--- config.mk ---
export PLATFORM = sky130hd
export DESIGN_NAME = ad7864_rd_buf
export DESIGN_NICKNAME = d
export VERILOG_FILES = /design/src/rtl/ad7864_rd_buf.sv
export SDC_FILE = /design/constraint.sdc
export NUM_CORES = 1
export LEC_CHECK = 0
export BUFFER_PORTS_ARGS = -buffer_cell sky130_fd_sc_hd__buf_2
export CAP_MARGIN = 20
export CORE_MARGIN = 4
export CORE_UTILIZATION = 55
export CTS_CLUSTER_SIZE = 24
export DETAILED_ROUTE_END_ITERATION = 10
export GPL_ROUTABILITY_DRIVEN = 0
export PLACE_DENSITY_LB_ADDON = 0.05
export RECOVER_POWER = 100
export SETUP_SLACK_MARGIN = 0.1
export SLEW_MARGIN = 20
export SYNTH_ARGS = -nofsm -noshare
export SYNTH_HDL_FRONTEND = slang
export SYNTH_SLANG_ARGS = --single-unit
export TNS_END_PERCENT = 1
--- constraint.sdc ---
create_clock -name clkin -period 3.1 [get_ports clkin]
set_input_delay 0.465 -clock clkin [delete_from_list [all_inputs] [get_ports clkin]]
set_output_delay 0.465 -clock clkin [all_outputs]
set_load 0.02 [all_outputs]
--- src/rtl/ad7864_rd_buf.sv ---
// rtl/ad7864_rd_buf.sv - AD7864 frame reader with 8-deep tagged sample FIFO for DSP readout
// Reads NCH channels per db_rdy edge, buffers {ch, sample}, presents head word to an async DSP.
module ad7864_rd_buf #(
  parameter int NCH   = 4,
  parameter int RD_LO = 3,
  parameter int RD_HI = 2
) (
  input  logic        clkin,
  input  logic        rst_bar,
  input  logic        db_rdy,
  input  logic [11:0] ad_db,
  output logic        ad_cs_bar,
  output logic        ad_rd_bar,
  input  logic        dsp_rd_bar,
  output logic [15:0] dsp_data,
  output logic        dsp_int_bar,
  output logic        ovf
);

  localparam int TMAX = (RD_LO > RD_HI) ? RD_LO : RD_HI;
  localparam int TW   = $clog2(TMAX + 1);
  localparam logic [TW-1:0] LO_LAST  = TW'(RD_LO - 1);
  localparam logic [TW-1:0] HI_LAST  = TW'(RD_HI - 1);
  localparam logic [1:0]    CH_LAST  = 2'(NCH - 1);
  localparam logic [3:0]    ROOM_MAX = 4'(8 - NCH);
  localparam logic [3:0]    NCH_W    = 4'(NCH);

  typedef enum logic [2:0] {
    IDLE,
    CS_SETUP,
    RD_LOW,
    RD_HIGH,
    DONE
  } state_t;

  state_t        state, state_nx;
  logic [TW-1:0] tmr, tmr_nx;
  logic [1:0]    ch, ch_nx;
  logic          capture;
  logic          cs_nx, rd_nx;

  logic db_s1, db_s2, db_prev, db_armed;
  logic [1:0] warm;
  logic rd_s1, rd_s2, rd_prev;
  logic trigger, pop, ovf_set;

  logic [13:0] mem [8];
  logic [2:0]  wp, rp;
  logic [3:0]  count;
  logic        wr_en, rd_en;

  // db_armed demands a low level seen after reset, so a db_rdy held high across release never fires.
  always_ff @(posedge clkin or negedge rst_bar) begin
    if (!rst_bar) begin
      db_s1    <= 1'b0;
      db_s2    <= 1'b0;
      db_prev  <= 1'b0;
      db_armed <= 1'b0;
      warm     <= 2'b00;
      rd_s1    <= 1'b1;
      rd_s2    <= 1'b1;
      rd_prev  <= 1'b1;
    end else begin
      db_s1   <= db_rdy;
      db_s2   <= db_s1;
      db_prev <= db_s2;
      warm    <= {warm[0], 1'b1};
      if (warm[1] && !db_s2)
        db_armed <= 1'b1;
      rd_s1   <= dsp_rd_bar;
      rd_s2   <= rd_s1;
      rd_prev <= rd_s2;
    end
  end

  assign trigger = db_armed & db_s2 & ~db_prev;
  assign pop     = rd_prev & ~rd_s2;
  assign ovf_set = trigger & ((state != IDLE) | (count > ROOM_MAX));

  always_ff @(posedge clkin or negedge rst_bar) begin
    if (!rst_bar) begin
      state     <= IDLE;
      tmr       <= '0;
      ch        <= 2'd0;
      ad_cs_bar <= 1'b1;
      ad_rd_bar <= 1'b1;
    end else begin
      state     <= state_nx;
      tmr       <= tmr_nx;
      ch        <= ch_nx;
      ad_cs_bar <= cs_nx;
      ad_rd_bar <= rd_nx;
    end
  end

  always_comb begin
    state_nx = state;
    tmr_nx   = tmr;
    ch_nx    = ch;
    capture  = 1'b0;
    case (state)
      IDLE: begin
        if (trigger && (count <= ROOM_MAX))
          state_nx = CS_SETUP;
      end
      CS_SETUP: begin
        state_nx = RD_LOW;
        ch_nx    = 2'd0;
        tmr_nx   = '0;
      end
      RD_LOW: begin
        if (tmr == LO_LAST) begin
          capture  = 1'b1;
          state_nx = RD_HIGH;
          tmr_nx   = '0;
        end else begin
          tmr_nx = tmr + 1'b1;
        end
      end
      RD_HIGH: begin
        if (tmr == HI_LAST) begin
          tmr_nx = '0;
          if (ch == CH_LAST) begin
            state_nx = DONE;
          end else begin
            ch_nx    = ch + 2'd1;
            state_nx = RD_LOW;
          end
        end else begin
          tmr_nx = tmr + 1'b1;
        end
      end
      DONE: state_nx = IDLE;
      default: state_nx = IDLE;
    endcase
    // Strobes are registered from the next state so they change on the same edge as the state.
    cs_nx = !((state_nx == CS_SETUP) || (state_nx == RD_LOW) || (state_nx == RD_HIGH));
    rd_nx = !(state_nx == RD_LOW);
  end

  assign wr_en = capture;
  assign rd_en = pop & (count != 4'd0);

  always_ff @(posedge clkin) begin
    if (wr_en)
      mem[wp] <= {ch, ad_db};
  end

  always_ff @(posedge clkin or negedge rst_bar) begin
    if (!rst_bar) begin
      wp          <= 3'd0;
      rp          <= 3'd0;
      count       <= 4'd0;
      dsp_data    <= 16'h0000;
      dsp_int_bar <= 1'b1;
      ovf         <= 1'b0;
    end else begin
      if (wr_en)
        wp <= wp + 3'd1;
      if (rd_en)
        rp <= rp + 3'd1;
      case ({wr_en, rd_en})
        2'b10:   count <= count + 4'd1;
        2'b01:   count <= count - 4'd1;
        default: count <= count;
      endcase
      dsp_data    <= (count == 4'd0) ? 16'h0000 : {2'b00, mem[rp]};
      dsp_int_bar <= (count < NCH_W);
      if (ovf_set)
        ovf <= 1'b1;
    end
  end

endmodule
# Yosys cells after proc, flatten, opt, wreduce, memory -nomap -nowiden
# Memories as Yosys holds them, arrays and structs flattened.
# Cells that the tools add are included.
# Widths: inputs -> output; s select.
# totals
output_inout_bits	20
ramBits	112
word_cells	82
memories	1
reg_bits	44
inputBits	16
# op_classes
n_eq_ne	13
muxes	17
n_reduce_logical	15
addsub	6
n_lt_le_gt_ge	3
bitwise_logic	8
# mem_list
name	depth	width	read_ports	rd_clocked_by_memory_dff	write_ports	line_no	source
mem	8	14	1	0	1	47	logic [13:0] mem [8];
# op_table
cell	count
$mux 14	1
$eq 3x2->1 const B	4
$mux 3	4
$pmux 3 s4	1
$mux 2	4
$pmux 4 s2	1
$add 3x1->3 const B	2
$eq 2x2->1 const B	3
$eq 3x1->1 const B	2
$pmux 2 s3	1
$reduce_bool 3->1	2
$and 1x1->1	5
$add 2x1->2 const B	2
$add 4x1->4 const B	1
$eq 2x1->1 const B	2
$gt 4x3->1 const B	1
$le 4x3->1 const B	1
$logic_not 4->1	1
$lt 4x3->1 const B	1
$mux 1	4
$ne 2x2->1 const B	2
$pmux 2 s2	1
$reduce_bool 2->1	2
$reduce_bool 4->1	1
other kinds (8)	13

# Logic depth before layout (Yosys ltp)
# logic_depth
ltp_word	9
depth_mapped	9
mapped_depth_nobuf	8

# Worst setup path after synthesis
# No wires, ideal clock.
# synth_timing
path_type	flip-flop to flip-flop
start	register state[2]
end	memory mem[0][0], enable pin
arrival_ns	2.082
path_slack_ns	0.615
n_path_buf	0
required_ns	2.697
period_less_slack_ns	2.485
setup_ns	0.403
path_stages_with_launch	4
path_cell_list	dfrtp_1 -> nand2b_4 -> or4_4 -> nor3_1
# synth_between
elab_chain_cells	4
# synth_lines
item	line_no	source
from (decl)	36	state_t state, state_nx;
from (signal assigned)	88	state <= state_nx;
$eq 3x2->1	101	case (state)
$mux 1	101	
$mux 1	145	if (wr_en)
$mux 1 (not written as such)	146	mem[wp] <= {ch, ad_db};
to (decl)	47	
# No other way between the ends.

# Final worst setup path
# layout_timing
start	register state[2]
end	memory mem[4][7], enable pin
# Same word-level chain as after synthesis.

==> results.md <==
* P_int at 0.00461 W
* Crit share post-route at 0.890
* Port Buffers at 33
* Worst-Margin Slew at 1.71 ns
* Worst Slack Setup Final at around 0.34 ns
* Mapped Avg Cell Area at 20.0 sq um
* Slew Viols, Final at 50
* Clock network fraction of design power at 0.316
* Maximum VDD drop at ~470 uV
* Starting DRT DRC Count at 196
* Antenna violations before repair at 0
* Logic pwr share at 0.257
* Switching Share at 0.289
* Hold Vio Cnt, Final at 0
* FFs w/ async S/R, synth at 0.282
* Vias in the first global route at 3,075
* Die span in y at 113 um
* Grt total ovfl at 0
* Via density at 5.75
* Chip Width at 113 um
* Slew HR at -0.143
* First-pass GRT wire length at 17,400 um
* CTS tree: done
* Synth top area cells: edfxtp_1, dfrtp_1, mux4_2, mux4_1, dfstp_2
* Maximum number of pins on one net before global-route repair at 29
* Synth top area share at 0.555
* Crit end category: flop
* Power per cell area at approximately 940 mW/mm^2
* Clk_lat worst skew at 0.53 ns
* Post-Synth Simple-Gate Area at 0.0482
* CTS Hold Bufs at 0
* Max-cap violations at 2
* Failing checks: max-capacitance violations, max-slew violations
* Total track usage at 0.186
* CTS root buf: clkbuf_8
* RSZ-0062 raised after global routing: false
* Cell area after synthesis at 0.00605 sq mm
* Clock skew at 0.00771 ns
* Number of synthesized flops with an enable pin at roughly 110
* Max Buffers Root-to-Sink at 2
* Worst hold path class: input port to flop
* Avg WL per Cell at ~22 um
* Final WL at 11,100 um
* Worst Path Class, Setup: flop to flop
* Total Power at approximately 0.0065 W
* Post-CTS sizing at 0
* Setup Fix Bufs, Post-CTS at 0
* Post-route DRC at 0
* Setup-failing EPs final at 0
* Multiplexer share of the synthesized area at 0.124
* Core region area at 0.0108 sq mm
* Worst Path Arrival at 2.90 ns
* Area share of xor/xnor cells in the synthesized design at 0.00868
* Startpoint Class: flop
* Sequential share of power at 0.427
* Crit path max fanout at 11
* Fmax at 363 MHz
* Htree depth at 4
* Setup tns final at 0 ns
* Adder-cell share of the synthesized area at 0.0174
* Pre-Repair DR Iteration Count at 4
* Routed Antenna Nets at 0
* Via count at approximately 3,000
* CTS Buf Count at 17
* Top FF cell, synth: edfxtp_1
* Hold_ws at 0.0336 ns
* Status: finished, violations left
* Synth Instances at 303
* Main combinational cell family by area after synthesis: multiplexers
* Syn-to-layout area delta at 14.1%
* Post-route minimum period at 2.76 ns
* Pre-CTS setup slack at ~0.57 ns
* Yosys synthesis warning count at 0
* Compound-Gate Fraction of Synth Area at 0.0422
* Ratio of cells with drive above 1 in the final layout at 0.164
* Seq cells post-synth at 156
* # IOs at 36
* # rows at 38
* CP required at around 3.3 ns
* Yosys top cell by area: edfxtp_1
* Net Switching at 0.00187 W
* Worst-path clk slew at ~0.06 ns
* CTS sink cnt at 156
* Initial Util at 0.561
* DPL Wire Length at 6540 um
* Antenna Cells at 0
* Nets at 383
* Unique masters post-synth at 46
* Die ar. at 0.0128 sq mm
* Sequential element share of the synthesized area at 0.739
* Leakage at roughly 2.4 nW
* Post-layout util at 0.640
[final timing paths]
check / end / slack [ns] / startpoint / cells past startpoint
min: rd_s1$_DFF_PN1_ / 0.03 / dsp_rd_bar / 1
max in group asynchronous: tmr[0]$_DFFE_PN0P_ / 1.15 / rst_bar / 2
min reg2reg: db_s2$_DFF_PN0_ / 0.35 / db_s1$_DFF_PN0_ / 0
min in group asynchronous: rp[2]$_DFFE_PN0P_ / 0.39 / rst_bar / 1
max reg2reg: mem[4][7]$_DFFE_PP_ / 0.34 / state[2]$_DFF_PN0_ / 4
max: mem[4][7]$_DFFE_PP_ / 0.34 / state[2]$_DFF_PN0_ / 4
[power groups by stage]
stage	logic, W	registers (W)	clock network [W]
final	0.00166	0.00277	0.00205
after CTS	0.00176	0.00277	0.00208
after detailed placement	0.00174	0.00281	0
after global routing	0.00182	0.00280	0.00217
after global placement	0.00172	0.00280	0
after floorplan	0.00119	0.00289	0
[worst max-delay path: stages (launching register included)]
cell and delay (ns):
dfrtp_1 0.45, nand2b_1 0.26, or4_1 0.59, nor2_1 0.37, clkbuf_1 0.72
[cells in the mapped netlist (3+ instances only)]
library cell / count
dfstp_2: 6
o21ai_0: 3
buf_4: 3
a21oi_1: 4
nand2b_1: 4
xor2_1: 4
mux2_2: 5
mux4_2: 17
nor3b_1: 5
nor3_1: 3
nand2_1: 3
inv_1: 8
mux4_1: 11
dfrtp_1: 38
nand3_1: 5
buf_2: 6
a22o_1: 18
edfxtp_1: 112
nor2_1: 8
ha_1: 6
[logic make-up (layout without fill, tap and decap cells)]
kind of cell,after synthesis,count (layout)
flip-flops,156,156
AND/OR/NAND/NOR,42,42
multiplexers,35,35
AO/OA/AOI/OAI,33,33
buffers and inverters,21,90
adder cells (fa/ha/maj),8,8
XOR/XNOR,6,6
other,2,3
[per-layer routing]
layer	share of wire	wire, um	vias up	GRT usage
li1	-	-	1335	-
met1	0.45	4940	1532	0.251
met2	0.49	5380	70	0.293
met3	0.051	561	15	0.0529
met4	0.015	171	0	0.0713
met5	0	0	-	0
[placed cells by master (no fill, tap or decap), drive strengths merged, types with 2 or more instances in the layout]
cell type  synthesis  layout
nor4               2       2
dfstp              6       6
nand2              3       3
mux4              28      28
a21oi              4       4
bufinv             0       4
mux2               6       6
xnor2              2       2
a21o               2       2
ha                 6       6
nand3              5       5
clkinv             0       6
edfxtp           112     112
dfrtp             38      38
nor2b              2       2
conb               2       3
clkbuf             2      67
and3b              2       2
nor3               3       3
nand2b             5       5
nor3b              6       6
o211ai             2       2
buf               11       5
o21ai              4       4
or4b               2       2
nor2               8       8
a22o              18      18
inv                8       8
xor2               4       4
[sequential cells by signal, indices dropped and copies added (netlist names), 2 cells and up]
name / count
ch: 2
count: 4
dsp_data: 14
mem: 112
rp: 3
state: 3
tmr: 2
warm: 2
wp: 3
[through the flow]
step	cells	cell area [sq um]
3_3_place_gp	481	6450
3_5_place_dp	481	6450
2_1_floorplan	304	6060
4_1_cts	513	7030
6_report	513	6910
5_1_grt	513	6910
[area by class of cell]
class | instances | area (sq um)
Multi-Input combinational cell | 127 | 1450
Inverter | 8 | 30.0
Timing Repair Buffer | 50 | 203
Clock buffer | 22 | 433
Tap cell | 140 | 175
Clock inverter | 10 | 149
Sequential cell | 156 | 4470
Fill cell | 770 | 3880
No activity file was read; power rests on OpenSTA's default activity.
